## src/rtl/sspwm_pkg.sv

```systemverilog
// Shared constants and FSM state type for the single-pulse sine PWM phase sequencer.
package sspwm_pkg;

  localparam int unsigned PHASE_W       = 8;
  localparam int unsigned CARR_W        = 12;
  localparam int unsigned PHASE_MAX_DEF = 40;
  localparam int unsigned CARR_MIN      = 2;

  typedef enum logic [1:0] {
    IDLE     = 2'd0,
    RUN      = 2'd1,
    STOPPING = 2'd2
  } state_e;

endpackage

```

## src/rtl/sspwm_deadtime.sv

```systemverilog
// Complementary gate generator: any change of the raw compare drops both gates
// for DEAD_TIME clocks before the new level is driven.
module sspwm_deadtime #(
  parameter int unsigned DEAD_TIME = 8
) (
  input  logic clk,
  input  logic rst,
  input  logic active,
  input  logic raw,
  output logic pwm_hi,
  output logic pwm_lo
);

  localparam int unsigned CNT_W = $clog2(DEAD_TIME + 1);

  logic [CNT_W-1:0] r_cnt;
  logic             r_raw_prev;
  logic             r_armed;
  logic             r_hi;
  logic             r_lo;

  // The first active cycle counts as a raw change, so entry starts a dead gap.
  always_ff @(posedge clk) begin
    if (rst || !active) begin
      r_cnt      <= '0;
      r_raw_prev <= 1'b0;
      r_armed    <= 1'b0;
      r_hi       <= 1'b0;
      r_lo       <= 1'b0;
    end else if (!r_armed || (raw != r_raw_prev)) begin
      r_armed    <= 1'b1;
      r_raw_prev <= raw;
      r_cnt      <= CNT_W'(DEAD_TIME);
      r_hi       <= 1'b0;
      r_lo       <= 1'b0;
    end else if (r_cnt != '0) begin
      r_cnt <= r_cnt - CNT_W'(1);
      if (r_cnt == CNT_W'(1)) begin
        r_hi <= r_raw_prev;
        r_lo <= !r_raw_prev;
      end
    end
  end

  assign pwm_hi = r_hi;
  assign pwm_lo = r_lo;

endmodule

```

## src/rtl/sspwm_phase_ctrl.sv

```systemverilog
// Steps the sine LUT phase once per triangle-carrier period, registers the LUT
// sample and compares it with the carrier to drive dead-time protected gates.
module sspwm_phase_ctrl #(
  parameter int unsigned PHASE_MAX = sspwm_pkg::PHASE_MAX_DEF,
  parameter int unsigned DEAD_TIME = 8,
  parameter int unsigned CARR_W    = sspwm_pkg::CARR_W
) (
  input  logic                          clk,
  input  logic                          rst,
  input  logic                          en,
  input  logic [CARR_W-1:0]             carrier_top,
  output logic [sspwm_pkg::PHASE_W-1:0] teth_ta,
  input  logic [CARR_W-1:0]             sine_in,
  output logic                          pwm_hi,
  output logic                          pwm_lo,
  output logic                          period_done,
  output logic                          busy
);
  import sspwm_pkg::*;

  state_e              r_state;
  state_e              w_state_nxt;
  logic [CARR_W-1:0]   r_carrier;
  logic [CARR_W-1:0]   r_top_sh;
  logic [CARR_W-1:0]   r_sample;
  logic [CARR_W-1:0]   w_top_clamped;
  logic [PHASE_W-1:0]  r_phase;
  logic                r_dir_down;
  logic                r_valley_d;
  logic                r_period_done;
  logic                w_valley;
  logic                w_wrap;
  logic                w_raw;
  logic                w_active_nxt;

  assign w_top_clamped = (carrier_top < CARR_W'(CARR_MIN)) ? CARR_W'(CARR_MIN) : carrier_top;
  assign w_valley      = (r_state != IDLE) && r_dir_down && (r_carrier == CARR_W'(1));
  assign w_wrap        = w_valley && (r_phase == PHASE_W'(PHASE_MAX));
  assign w_raw         = r_sample > r_carrier;

  always_comb begin
    w_state_nxt = r_state;
    unique case (r_state)
      IDLE:     if (en) w_state_nxt = RUN;
      RUN:      if (!en) w_state_nxt = STOPPING;
      STOPPING: begin
        if (en)          w_state_nxt = RUN;
        else if (w_wrap) w_state_nxt = IDLE;
      end
      default:  w_state_nxt = IDLE;
    endcase
    if (rst) w_state_nxt = IDLE;
  end

  assign w_active_nxt = (w_state_nxt != IDLE);

  // Idle and the RUN-entry edge share one branch: both leave the datapath at its
  // reset values (carrier 0 counting up, fresh top_sh, sample 0).
  always_ff @(posedge clk) begin
    if (rst) begin
      r_state       <= IDLE;
      r_carrier     <= '0;
      r_dir_down    <= 1'b0;
      r_top_sh      <= w_top_clamped;
      r_phase       <= '0;
      r_sample      <= '0;
      r_valley_d    <= 1'b0;
      r_period_done <= 1'b0;
    end else begin
      r_state       <= w_state_nxt;
      r_period_done <= w_wrap;
      if ((r_state == IDLE) || (w_state_nxt == IDLE)) begin
        r_carrier  <= '0;
        r_dir_down <= 1'b0;
        r_top_sh   <= w_top_clamped;
        r_phase    <= '0;
        r_sample   <= '0;
        r_valley_d <= 1'b0;
      end else begin
        r_valley_d <= w_valley;
        if (r_valley_d) r_sample <= sine_in;
        if (w_valley) begin
          r_carrier  <= '0;
          r_dir_down <= 1'b0;
          r_top_sh   <= w_top_clamped;
          r_phase    <= (r_phase == PHASE_W'(PHASE_MAX)) ? '0 : r_phase + PHASE_W'(1);
        end else if (!r_dir_down) begin
          if (r_carrier >= r_top_sh) begin
            r_carrier  <= r_carrier - CARR_W'(1);
            r_dir_down <= 1'b1;
          end else begin
            r_carrier <= r_carrier + CARR_W'(1);
          end
        end else begin
          r_carrier <= r_carrier - CARR_W'(1);
        end
      end
    end
  end

  sspwm_deadtime #(
    .DEAD_TIME (DEAD_TIME)
  ) u_deadtime (
    .clk    (clk),
    .rst    (rst),
    .active (w_active_nxt),
    .raw    (w_raw),
    .pwm_hi (pwm_hi),
    .pwm_lo (pwm_lo)
  );

  assign teth_ta     = r_phase;
  assign period_done = r_period_done;
  assign busy        = (r_state != IDLE);

endmodule

```

## config.mk

```make
export PLATFORM = sky130hd
export DESIGN_NAME = sspwm_phase_ctrl
export DESIGN_NICKNAME = d
export VERILOG_FILES = /design/src/rtl/sspwm_pkg.sv /design/src/rtl/sspwm_deadtime.sv /design/src/rtl/sspwm_phase_ctrl.sv
export SDC_FILE = /design/constraint.sdc
export NUM_CORES = 1
export LEC_CHECK = 0
export CORE_MARGIN = 2
export CORE_UTILIZATION = 55
export CTS_BUF_LIST = sky130_fd_sc_hd__clkbuf_8 sky130_fd_sc_hd__clkbuf_16
export DETAILED_ROUTE_END_ITERATION = 7
export PLACE_DENSITY = 0.84
export SLEW_MARGIN = 40
export SYNTH_ARGS = -nofsm -noshare
export SYNTH_HDL_FRONTEND = slang
export SYNTH_SLANG_ARGS = --single-unit
```

## constraint.sdc

```tcl
create_clock -name clk -period 4.8 [get_ports clk]
set_clock_uncertainty 0.05 [all_clocks]
set_input_delay 1.2 -clock clk [delete_from_list [all_inputs] [get_ports clk]]
set_output_delay 1.2 -clock clk [all_outputs]
set_load 0.02 [all_outputs]
```

==> summary.md, run 1 <==
| Metric | Value |
|---|---|
| Ys flop type | dfxtp_1 |
| Fraction of layout instances using a drive strength above 1 | 0.0676 |
| Path depth of the worst reg2reg path | 8 |
| Most Used Layer, Global Route | met2 |
| First-pass GRT wire length | around 12,000 um |
| FF+latch count, synth | 57 |
| Vias in the first global route | approximately 2,800 |
| Post-DP HPWL | 5500 um |
| Area Growth Syn to Fin | 21.0% |
| Fin Setup TNS | 0 ns |
| Hold Buf Count CTS | 0 |
| Total power | 1420 uW |
| GRT Util Overall | 0.249 |
| Congestion Overflow GR | 0 |
| Worst hold-check path type | flip-flop to flip-flop |
| Leak | 0.00153 uW |
| Die X | 81.0 um |
| Final Hold Viols | 0 |
| Synth area leader | dfxtp_1 |
| Routability cong. | approximately 0.9 |
| R2R Path Start | r_carrier[0] |
| Antenna viol nets, final | 0 |
| Syn. warnings | 0 |
| Combinational Power Share | 0.204 |
| Met2 GRT Util | 0.422 |
| Mux cell area share after synthesis | 0.0464 |
| Type of origin of the critical path | primary input |
| Hold depth | 2 |
| Unrepaired setup endpoints after global routing | no |
| Post-Synth Simple-Gate Area | 0.224 |
| Post-layout minimum cycle time | 3.33 ns |
| Pint | around 1000 uW |
| Cells resized by post-CTS repair | 0 |
| Post-Synthesis Cells | about 380 |
| Final Cycle Share | 0.694 |
| Die Height | 81.0 um |
| Remaining DRCs | 0 |
| Worst EP required | between 5 and 6 ns |
| Pwr dens | 359 mW/mm^2 |
| Largest cells by area after synthesis | dfxtp_1 (28%), ha_1 (12%), edfxtp_1 (11%) |
| Vias per inst | 5.79 |
| Top-level I/O count | 39 |
| Slew @ Worst Pin | 0.733 ns |
| Top-area cell type share of the netlist area | 0.276 |
| Largest family of logic cells by synthesized area | simple AND/OR/NAND/NOR gates |
| Hold EP | r_sample[0] |
| Post-CTS Setup Repair Bufs | 0 |
| Site row count | 28 |
| Net switching power | a little over 400 uW |
| Register-to-register setup slack | ~2.1 ns |
| Final Cell Area | 0.00394 mm^2 |
| Worst Setup Path Type | primary input to flip-flop |
| Register area share after synthesis | 0.387 |
| EDFF count, synth | 12 |
| Clock network power share | 0.410 |
| Met3 usage | 0.0511 |
| Critical R2R Capture | r_carrier[6] |
| Crit end category | flip-flop |
| Routed WL per cell | about 15 um |
| # fillers | 506 |
| Top achievable clock speed | 0.300 GHz |
| Synth unique cells | 52 |
| Drt pass-1 iters | 4 |
| Met1 Resource Use GR | 0.294 |
| Clock transition at path regs | approximately 0.060 ns |
| CTS tree | built |
| Initial antenna violation count | 0 |
| Commonest non-fill, non-tap cell in the layout | dfxtp_1 |
| Worst EP arrival | 3.57 ns |
| Deepest clock path buffer count | 2 |
| I/O Buffers | 38 |
| Largest net degree at the start of global routing | 20 |
| Rel. slew slack | 0.511 |
| Die area | 0.00656 mm^2 |
| H-Tree Level Count | 3 |
| Antenna diodes | 0 |
| Initial Utilization | 0.561 |
| Fin nets | 468 |
| Crit-path max FO | 19 |
| Non-filler cells, final | approximately 490 |
| Clock root buffer | clkbuf_8 |
| Synth Area in Compound Gates | 0.133 |
| Syn Area/Cell | 8.67 um^2 |
| Worst vdd ir | 180 uV |
| Sinks on Clock Net | between 50 and 60 |
| Commonest cells after routing, fill and taps aside | dfxtp_1 (45), nor2_1 (42), clkdlybuf4s50_1 (38) |
| Core region area | 0.00582 mm^2 |
| Final wirelength | 7400 um |
| Status | complete, no violations |
| CTS buffer count | 9 |
| Synth Net Count | 435 |
| Post-synth ARST share | 0 |
| Maxcap violations | 0 |
| Vias post-DR | 2,832 |
| Post-DP Area | 0.00367 mm^2 |
| Clock insertion delay at the later pin of the skew report | 0.35 ns |
| Register share of total power | 0.387 |
| Mapped cell area | approximately 0.0033 mm^2 |
| Synth Area in Adders | 0.123 |
| Worst hold start | r_sample[0] |
| Initial detailed-routing violation count | 178 |
| Synth Area in XOR/XNOR | 0.0269 |
| Switching share of power | 0.285 |
| Final setup vio count | 0 |
| Placed insts | 473 |
| Fin. max-slew vios | 0 |
| CP Launch Point | rst |
critical path, cell delays in order:
cell	delay, ns
clkdlybuf4s50_1	0.50
a21oi_1	0.60
o21ai_4	0.34
or4_1	0.56
o21ai_0	0.19
a221o_1	0.18
synthesized netlist by cell type, types with 2 or more instances:
master    number
nand2b_1       5
o21ai_0       15
a21o_1         4
nand3_1       13
xnor2_1        8
inv_1         33
nand2_1       31
a211oi_1       4
ha_1          32
nand4_1        6
or2_2          3
nor2b_1        3
edfxtp_1      12
or3_1          5
nor3_1        13
nor4_1         6
and3_1         2
a31oi_1        5
clkbuf_1      14
and2_1         4
a221oi_1       5
o31a_1         2
or4_4          2
xor2_1         2
nor3b_1        3
a32oi_1        3
nor2_1        42
a21oi_1       18
dfxtp_1       45
mux2i_1       14
power groups by stage:
stage	logic (uW)	registers, uW	clock network, uW
floorplan	208	545	0
global placement	270	556	0
detailed placement	280	557	0
CTS	285	547	584
global route	323	551	605
finish	289	548	581
logic make-up (layout without fill, tap and decap cells):
group           after synthesis  count (layout)
simple gates                146             146
flops                        57              57
xor+xnor                     10              10
fa+ha+maj                    32              32
buf+inv                      50              88
compound gates               66              66
mux                          15              15
routing by layer:
| layer | vias up | routed length, um |
|---|---|---|
| met3 | 20 | 464 |
| met5 | - | 0 |
| li1 | 1399 | - |
| met4 | 0 | 141 |
| met2 | 82 | 3630 |
| met1 | 1331 | 3160 |
final cells by class:
class | instances | area, um^2 | share of cell area
Clock buffer | 13 | 201 | 0.0511
Inverter | 33 | 124 | 0.0314
Timing Repair Buffer | 39 | 388 | 0.0984
Multi-Input combinational cell | 269 | 1810 | 0.459
Clock inverter | 3 | 65.1 | 0.0165
Tap cell | 75 | 93.8 | 0.0238
Sequential cell | 57 | 1260 | 0.320
how the worst max path moves through the flow:
stage | end | slack (ns) | cells past startpoint
floorplan | r_carrier[7] | 1.86 | 6
global placement | r_carrier[7] | 1.22 | 6
detailed placement | r_carrier[7] | 1.07 | 6
CTS | r_carrier[7] | 1.44 | 6
global route | r_carrier[6] | 1.33 | 6
finish | r_carrier[7] | 1.47 | 6
flip-flops by register name, indices dropped and copies added, names as in the netlist, 2 cells and up:
| name | flops |
|---|---|
| r_state | 2 |
| teth_ta | 8 |
| r_top_sh | 12 |
| r_carrier | 12 |
| r_sample | 12 |
| u_deadtime.r_cnt | 4 |
through the flow:
stage / hold slack (ns) / util / worst slack [ns]
after floorplan: 0.410 / - / 1.86
after global placement: 0.432 / 0.631 / 1.22
after detailed placement: 0.436 / 0.631 / 1.07
after CTS: 0.457 / 0.677 / 1.44
after global routing: 0.468 / 0.678 / 1.33
final: 0.452 / 0.678 / 1.47
Power figures use the tool's default switching activity.
==> run 2: changes to the inputs <==
Settings changed: CORE_UTILIZATION 55 to 51, PLACE_DENSITY 0.84 to 0.82.
Clock period 4.8 ns to 2.8 ns, I/O delays scaled along.
==> summary.md, run 2 (synthesis results as in run 1) <==
| Metric | Value |
|---|---|
| Routed WL per cell | 14.5 um (-4.1%) |
| Routability cong. | 1.02 (+14%) |
| Type of origin of the critical path | flip-flop |
| Final Cell Area | 0.00391 mm^2 (-0.86%) |
| Worst hold-check path type | flip-flop to flip-flop |
| # fillers | 532 (+5.1%) |
| Fin nets | 472 (+0.85%) |
| Leak | 0.00151 uW (-1.0%) |
| Worst EP arrival | 2.66 ns (-0.91 ns) |
| Status | complete, no violations |
| Initial detailed-routing violation count | 182 (+2.2%) |
| Worst Setup Path Type | flip-flop to flip-flop |
| Core region area | 0.00628 mm^2 (+7.9%) |
| Initial Utilization | 0.519 (-0.0412) |
| Top achievable clock speed | 0.403 GHz |
| Sinks on Clock Net | 57 (unchanged) |
| Vias in the first global route | 2,651 (-4.4%) |
| Post-DP Area | 0.00370 mm^2 (+0.89%) |
| Fin util | 0.623 (-0.0553) |
| Site row count | 29 (+3.6%) |
| Drt pass-1 iters | 4 (unchanged) |
| Crit-path max FO | 4 (-15) |
| Top-level I/O count | 39 (unchanged) |
| Register share of total power | 0.422 (+0.035) |
| Clock insertion delay at the later pin of the skew report | 0.34 ns (about the same) |
| Final wirelength | 7180 um (-2.9%) |
| Vias per inst | 5.74 (-0.97%) |
| Worst vdd ir | 393 uV (+120%) |
| Antenna viol nets, final | 0 (unchanged) |
| Post-layout minimum cycle time | 2.48 ns |
| Vias post-DR | 2,839 (+0.25%) |
| Final Cycle Share | 0.886 |
| Crit end category | flip-flop |
| H-Tree Level Count | 3 (unchanged) |
| Fin. max-slew vios | 0 (unchanged) |
| Largest net degree at the start of global routing | 17 (-15%) |
| I/O Buffers | 38 (unchanged) |
| Clock transition at path regs | 0.07 ns (about the same) |
| Fin Setup TNS | 0 ns (unchanged) |
| Die area | 0.00705 mm^2 (+7.5%) |
| Fraction of layout instances using a drive strength above 1 | 0.0742 (+0.00653) |
| Pint | 1520 uW (+50%) |
| Congestion Overflow GR | 0 (unchanged) |
| Hold Buf Count CTS | 0 (unchanged) |
| Combinational Power Share | 0.231 (+0.027) |
| GRT Util Overall | 0.214 (-0.0348) |
| Commonest cells after routing, fill and taps aside | dfxtp_1 (45), nor2_1 (42), clkdlybuf4s50_1 (38) |
| Die X | 84.0 um (+3.7%) |
| Clock root buffer | clkbuf_8 |
| Top Registers | r_carrier: 12 flops, r_sample: 12 flops, r_top_sh: 12 flops |
| Deepest clock path buffer count | 2 (unchanged) |
| CTS tree | built |
| Worst EP required | 2.98 ns (-2.06 ns) |
| Maxcap violations | 0 (unchanged) |
| Final Hold Viols | 0 (unchanged) |
| Slew @ Worst Pin | 0.708 ns (-0.0247 ns) |
| Clock network power share | 0.347 (-0.063) |
| Remaining DRCs | 0 (unchanged) |
| Rel. slew slack | 0.527 (+0.0165) |
| CTS buffer count | 9 (unchanged) |
| Initial antenna violation count | 0 (unchanged) |
| Area Growth Syn to Fin | 19.9% |
| Switching share of power | 0.311 (+0.0264) |
| Post-DP HPWL | 5410 um (-1.7%) |
| First-pass GRT wire length | 12,000 um (-3.5%) |
| Net switching power | 689 uW (+71%) |
| Antenna diodes | 0 (unchanged) |
| Die Height | 84.0 um (+3.7%) |
| Pwr dens | 566 mW/mm^2 (+57%) |
| Commonest non-fill, non-tap cell in the layout | dfxtp_1 |
| Unrepaired setup endpoints after global routing | no |
| Final setup vio count | 0 (unchanged) |
==> run 2: layer usage <==
layer	track usage	up-vias	wire length, um
met5	0	-	0
met4	0.0762	0	153
met3	0.0633	16	353
met2	0.359	80	3460
met1	0.261	1330	3220
li1	-	1413	-
==> run 2: cell type report <==
class / count / area, um^2 / area share
clock buffer: 10 / 138 / 0.0352
clock inverter: 6 / 58.8 / 0.0150
inverter: 33 / 124 / 0.0317
multi-input combinational: 269 / 1810 / 0.464
sequential: 57 / 1260 / 0.323
tap: 77 / 96.3 / 0.0246
timing repair buffer: 43 / 418 / 0.107
==> run 2: per-stage QoR <==
| stage | power [uW] | hold WS, ns | setup slack [ns] | instances |
|---|---|---|---|---|
| floorplan | 1290 | 0.410 | 0.256 | 376 |
| global placement | 1420 | 0.431 | 0.291 | 479 |
| detailed placement | 1430 | 0.442 | 0.221 | 479 |
| CTS | 2200 | 0.458 | 0.218 | 495 |
| global route | 2330 | 0.487 | 0.175 | 495 |
| finish | 2210 | 0.450 | 0.318 | 495 |
==> run 2: worst max-delay path, stage by stage, from the launching register on <==
cell     delay (ns)
dfxtp_1        0.33
inv_1          0.08
ha_1           0.30
nor3b_1        0.23
o21ai_0        0.19
a31oi_1        0.29
and2_1         0.32
mux2i_1        0.24
mux2_2         0.35
==> run 2: final timing paths <==
kind,startpoint,end,slack (ns),cells past startpoint
worst max-delay path,r_carrier[0],r_carrier[2],0.32,8
worst min-delay path,r_sample[0],r_sample[0],0.45,2
worst max register to register,r_carrier[0],r_carrier[2],0.32,8
worst min register to register,r_sample[0],r_sample[0],0.45,2
==> run 2: power groups by stage <==
stage | Clock, uW | Combinational, uW | Sequential [uW]
floorplan | 0 | 357 | 934
global placement | 0 | 469 | 948
detailed placement | 0 | 483 | 950
CTS | 776 | 488 | 932
global route | 821 | 573 | 940
finish | 768 | 512 | 933
==> run 2: what timing repair did <==
item	CTS	global route
gates resized for setup	0	1
endpoints found under the setup margin	0	1
setup buffers	0	0
hold endpoints to repair	0	0
==> RTL edit 1, RTL diff (flow settings as in run 2) <==
`PHASE_MAX_DEF`: 40 -> 30.
--- a/src/rtl/sspwm_pkg.sv
+++ b/src/rtl/sspwm_pkg.sv
@@ -3,7 +3,7 @@
 
   localparam int unsigned PHASE_W       = 8;
   localparam int unsigned CARR_W        = 12;
-  localparam int unsigned PHASE_MAX_DEF = 40;
+  localparam int unsigned PHASE_MAX_DEF = 30;
   localparam int unsigned CARR_MIN      = 2;
 
   typedef enum logic [1:0] {
Check against the original RTL: no difference found for any inputs over 10 cycles, from zero or initial values and one cycle with rst high; that may be too few to reach the edited logic, so the function may still have changed.
==> RTL edit 1 against run 2 <==
Combinational power is 22% lower; total power shrank 6.8%; core utilization rose by 0.51 points; sequential cell count unchanged; first-iteration DRC count fell by 29%; non-clock buffer count rose by 2; wire length is 7.0% lower; sequential power down 2.6%; via count is 3.0% lower; synthesized area up 1.2%; design area increased by 1.4%; setup slack worse by 0.12 ns.
==> RTL edit 1: results (changes against run 2) <==
| Metric | Value |
|---|---|
| Status | finished clean |
| Vias | 2754 (-3.0%) |
| Storage element area | 0.001261 mm^2 (unchanged) |
| Fill count | 537 (+0.94%) |
| Hold Crit Class | reg2reg |
| Initial antenna violation count | 0 (unchanged) |
| Setup bufs post-CTS | 0 (unchanged) |
| Placement-stage cell area | 0.003767 mm^2 (+1.8%) |
| Fin nets | 464 (-1.7%) |
| Net Switching | 612.8 uW (-11%) |
| Syn Nets | 423 (-2.8%) |
| Post-synth top cells | 45 x dfxtp_1, 39 x nor2_1, 32 x ha_1, 29 x inv_1 |
| Syn Area/Cell | 9.061 um^2 (+4.5%) |
| Hold_ws | 0.4325 ns (-0.01744 ns) |
| Maximum clock path buffer count | 2 (unchanged) |
| Synth cell types | 55 (+5.8%) |
| Ys flop type | dfxtp_1 |
| IR drop worst, VDD | 0.4210 mV (+7.2%) |
| Clk Latency, worst-skew pair | 0.34 ns (about the same) |
| CTS H-tree depth | 3 (unchanged) |
| Drt initial violations | 129 (-29%) |
| Largest net degree at the start of global routing | 19 (+2) |
| Detail-routed net length per standard cell | 13.71 um (-5.5%) |
| Non-Filler Instances | 487 (-1.6%) |
| Hold Startpoint | r_state[1]$_SDFF_PP0_ |
| Synth top area cells | dfxtp_1 27%, ha_1 12%, edfxtp_1 11% |
| DP HPWL | 5145 um (-4.8%) |
| Gr usage total | 19.57% (-1.8 points) |
| RePlAce Congestion | 0.8720 (-15%) |
| Port bufs | 38 (unchanged) |
| Hold Crit Endpoint | r_state[0]$_SDFF_PP0_ |
| CTS resizes | 0 (unchanged) |
| Fraction of the yosys area taken by sequential cells | 38.24% (-0.44 points) |
| DRC | 0 (unchanged) |
| Placed Instances | 471 (-1.7%) |
| Largest regs | r_carrier x12, r_sample x12, r_top_sh x12 |
| Post-synth ARST share | 0% (unchanged) |
| Reg-to-reg endpoint | u_deadtime.pwm_hi$_SDFFE_PP0P_ |
| Crit-path max FO | 8 (+4) |
| Reg-to-reg startpoint | r_carrier[5]$_SDFF_PP0_ |
| Drt pass-1 iters | 4 (unchanged) |
| Root Driver | clkbuf_8 |
| First-pass GRT wire length | 11410 um (-4.9%) |
| Hold-critical path depth | 1 (-1) |
| Lkg Pwr | 0.001563 uW (+3.5%) |
| R2r worst-path depth | 8 (unchanged) |
| Layout cells sized above 1 | 8.780% (+1.4 points) |
| Clock-pin transition on the worst setup and hold timing paths | 0.07 ns (about the same) |
| Crit path arrival time | 2.82 ns (+0.16 ns) |
| Post-synth EDFFs | 12 (unchanged) |
| Antenna cells | 0 (unchanged) |
| Reg-to-reg slack, setup | 0.20 ns (-0.12 ns) |
| Number of global-route vias before repair | 2618 (-1.2%) |
| Slew HR | 55.22% (+2.5 points) |
| CTS buffer count | 9 (unchanged) |
| YS warnings | 0 (unchanged) |
## RTL edit 1: changes by cell type after synthesis, sizes merged, moves of 4 or more
cell / before / now
a221oi: 5 / 0
nand2: 31 / 17
xnor2: 8 / 4
and3: 2 / 8
## RTL edit 1: final cells by class
| type | count | share of cell area (%) |
|---|---|---|
| multi-input combinational | 261 | 46.96 |
| clock inverter | 5 | 0.8520 |
| timing repair buffer | 45 | 10.92 |
| tap | 77 | 2.430 |
| clock buffer | 11 | 4.102 |
| inverter | 31 | 2.935 |
| sequential | 57 | 31.81 |
## RTL edit 1: kinds of logic (layout without fill, tap and decap cells)
logic type      count (synthesis)  count (layout)  share of synthesized area (%)
xor+xnor                        8               8                          2.124
fa+ha+maj                      32              32                          12.14
simple gates                  137             137                          22.69
mux                            21              21                          6.525
flops                          57              57                          38.24
compound gates                 63              63                          12.94
buf+inv                        46              92                          5.349
## RTL edit 1: critical path: stages, from the launching register on
cell and delay (ns):
dfxtp_1 0.46, inv_1 0.14, ha_1 0.33, a21o_1 0.19
nand3_1 0.07, a21oi_1 0.06, o41a_1 0.52, or4b_1 0.54
a31oi_1 0.17
## RTL edit 1: power by group through the flow
stage          combinational (uW)  sequential [uW]  clock [uW]
5_1_grt                       448              913         811
3_5_place_dp                  395              926           0
3_3_place_gp                  383              924           0
6_report                      400              909         752
2_1_floorplan                 276              918           0
4_1_cts                       398              908         768
## RTL edit 1: per-stage QoR
stage / power [uW] / worst slack [ns]
2_1_floorplan: 1193 / 0.1361
3_3_place_gp: 1307 / 0.3004
3_5_place_dp: 1321 / 0.1967
4_1_cts: 2074 / 0.1765
5_1_grt: 2172 / 0.05744
6_report: 2061 / 0.2018
## RTL edit 1: worst max path at each step
stage,startpoint,endpoint,cells past startpoint
2_1_floorplan,r_carrier[0]$_SDFF_PP0_,r_carrier[5]$_SDFF_PP0_,8
3_3_place_gp,rst,r_carrier[5]$_SDFF_PP0_,7
3_5_place_dp,r_carrier[5]$_SDFF_PP0_,u_deadtime.pwm_hi$_SDFFE_PP0P_,8
4_1_cts,r_carrier[0]$_SDFF_PP0_,r_carrier[5]$_SDFF_PP0_,8
5_1_grt,r_carrier[5]$_SDFF_PP0_,u_deadtime.pwm_hi$_SDFFE_PP0P_,8
6_report,r_carrier[5]$_SDFF_PP0_,u_deadtime.pwm_hi$_SDFFE_PP0P_,8
## RTL edit 1: per-layer routing
metal	GRT usage [%]	share of wire, %	up-vias
met3	4.818	5.1	6
li1	-	-	1396
met5	0	0	-
met2	35.35	50	65
met1	22.76	44	1287
met4	6.205	0.88	0
==> RTL edit 2, RTL diff (flow settings as in run 2) <==
Without the edit above. Encoding of `state_e`: now one-hot (3 bits for 3 states).
--- a/src/rtl/sspwm_pkg.sv
+++ b/src/rtl/sspwm_pkg.sv
@@ -6,10 +6,10 @@
   localparam int unsigned PHASE_MAX_DEF = 40;
   localparam int unsigned CARR_MIN      = 2;
 
-  typedef enum logic [1:0] {
-    IDLE     = 2'd0,
-    RUN      = 2'd1,
-    STOPPING = 2'd2
+  typedef enum logic [2:0] {
+    IDLE     = 3'b001,
+    RUN      = 3'b010,
+    STOPPING = 3'b100
   } state_e;
 
 endpackage
Behaviour: same outputs for any inputs over 10 cycles, from zero or initial values and one cycle with rst high; not proved beyond that.
==> RTL edit 2 against run 2 <==
Sequential cell count rose by 1; wire length fell by 9.6%; sequential share of layout area up 0.77 points; setup slack got worse by 0.13 ns; design area shrank 0.77%; die area decreased by 1.6%; synthesized area decreased by 1.7%; hold slack worse by 0.0026 ns.
Power is not compared: it rests on default switching activity, and its combinational part moved more than twofold at a synthesized area within 25%.
==> RTL edit 2: results (changes against run 2) <==
| Metric | Value |
|---|---|
| Detail-routed net length per standard cell | 13.79 um (-5.0%) |
| Synth cell types | 40 (-23%) |
| Drt initial violations | 129 (-29%) |
| Metal-1 WL | 2893 um (-10%) |
| R2r worst-path depth | 6 (-2) |
| CTS buffer count | 9 (unchanged) |
| Fin nets | 451 (-4.4%) |
| Mapped Cells | 353 (-6.1%) |
| Layout cells sized above 1 | 6.818% (-0.60 points) |
| Pre-CTS setup slack | 0.2307 ns (+0.009260 ns) |
| Post-synth ARST share | 0% (unchanged) |
| CP max stage delay | 0.56 ns (+0.21 ns) |
| Met3 wire len | 292 um (-17%) |
| Met1 usage in global routing | 23.57% (-2.5 points) |
| Number of global-route vias before repair | 2590 (-2.3%) |
| Placed Instances | 456 (-4.8%) |
| CP max stage cell | or4_4 |
| Crit-path max FO | 7 (+3) |
| Worst slew pin tran | 0.7094 ns (+0.001145 ns) |
| Met2 WL post-DR | 3169 um (-8.4%) |
| Worst path top cell family by delay | simple AND/OR/NAND/NOR gates |
| Vias per cell | 5.594 (-2.5%) |
| RePlAce Congestion | 0.8951 (-13%) |
| GR Util met3 | 5.865% (-0.47 points) |
| Fill count | 499 (-6.2%) |
| Syn Nets | 412 (-5.3%) |
| Hold-critical path depth | 2 (unchanged) |
| Row count | 28 (-3.4%) |
| Fraction of the yosys area taken by sequential cells | 39.97% (+1.3 points) |
| Routing usage on met2 | 33.06% (-2.9 points) |
| Final wirelength | 6494 um (-9.6%) |
| First-pass GRT wire length | 11300 um (-5.8%) |
| DP HPWL | 4876 um (-9.8%) |
| Post-synth top cells | 46 x dfxtp_1, 33 x nor2_1, 32 x ha_1, 30 x inv_1, 22 x nor3_1 |
| Placement-stage cell area | 0.003676 mm^2 (-0.71%) |
| Status | finished clean |
| Largest net degree at the start of global routing | 28 (+11) |
| Synth top area cells | dfxtp_1 29%, ha_1 12%, edfxtp_1 11% |
| Crit path arrival time | 2.81 ns (+0.15 ns) |
| Util after Layout | 64.77% (+2.5 points) |
| Gr usage total | 19.77% (-1.6 points) |
RTL edit 2: cell count changes after synthesis, sizes merged, moves of 4 or more:
cell / run 2 / this run
nand2: 31 / 15
nor2: 43 / 33
nor3: 13 / 22
nor3b: 3 / 9
a221oi: 5 / 0
a31oi: 5 / 0
nor2b: 3 / 8
xnor2: 8 / 3
a21boi: 0 / 4
o21a: 1 / 5
or2: 4 / 0
xor2: 2 / 6
RTL edit 2: power breakdown:
part           total (uW)  switching [uW]  internal (uW)
Clock                 789             315            474
Sequential            876            8.58            868
Combinational         101            42.5           58.8
Total                1770             366           1400
RTL edit 2: cells by family (layout without fill, tap and decap cells):
family,Yosys count,in the layout,share of synthesized area [%]
compound gates,55,55,11.16
xor+xnor,9,9,2.459
fa+ha+maj,32,32,12.49
buf+inv,45,88,5.308
flops,58,58,39.97
mux,18,18,5.699
simple gates,136,136,22.91
RTL edit 2: final cells by class:
| cell class | instances | share of cell area, % |
|---|---|---|
| Clock buffer | 12 | 4.257 |
| Timing Repair Buffer | 43 | 11.09 |
| Clock inverter | 3 | 0.9997 |
| Multi-Input combinational cell | 250 | 45.31 |
| Inverter | 30 | 2.902 |
| Sequential cell | 58 | 33.02 |
| Tap cell | 75 | 2.419 |
RTL edit 2: final timing paths:
| path | start | end | slack [ns] |
|---|---|---|---|
| setup / recovery | r_carrier[7]$_SDFF_PP0_ | teth_ta[6]$_SDFFE_PP0P_ | 0.19 |
| hold / removal | r_sample[0]$_SDFFE_PP0P_ | r_sample[0]$_SDFFE_PP0P_ | 0.45 |
| setup reg to reg | r_carrier[7]$_SDFF_PP0_ | teth_ta[6]$_SDFFE_PP0P_ | 0.19 |
| hold reg to reg | r_sample[0]$_SDFFE_PP0P_ | r_sample[0]$_SDFFE_PP0P_ | 0.45 |
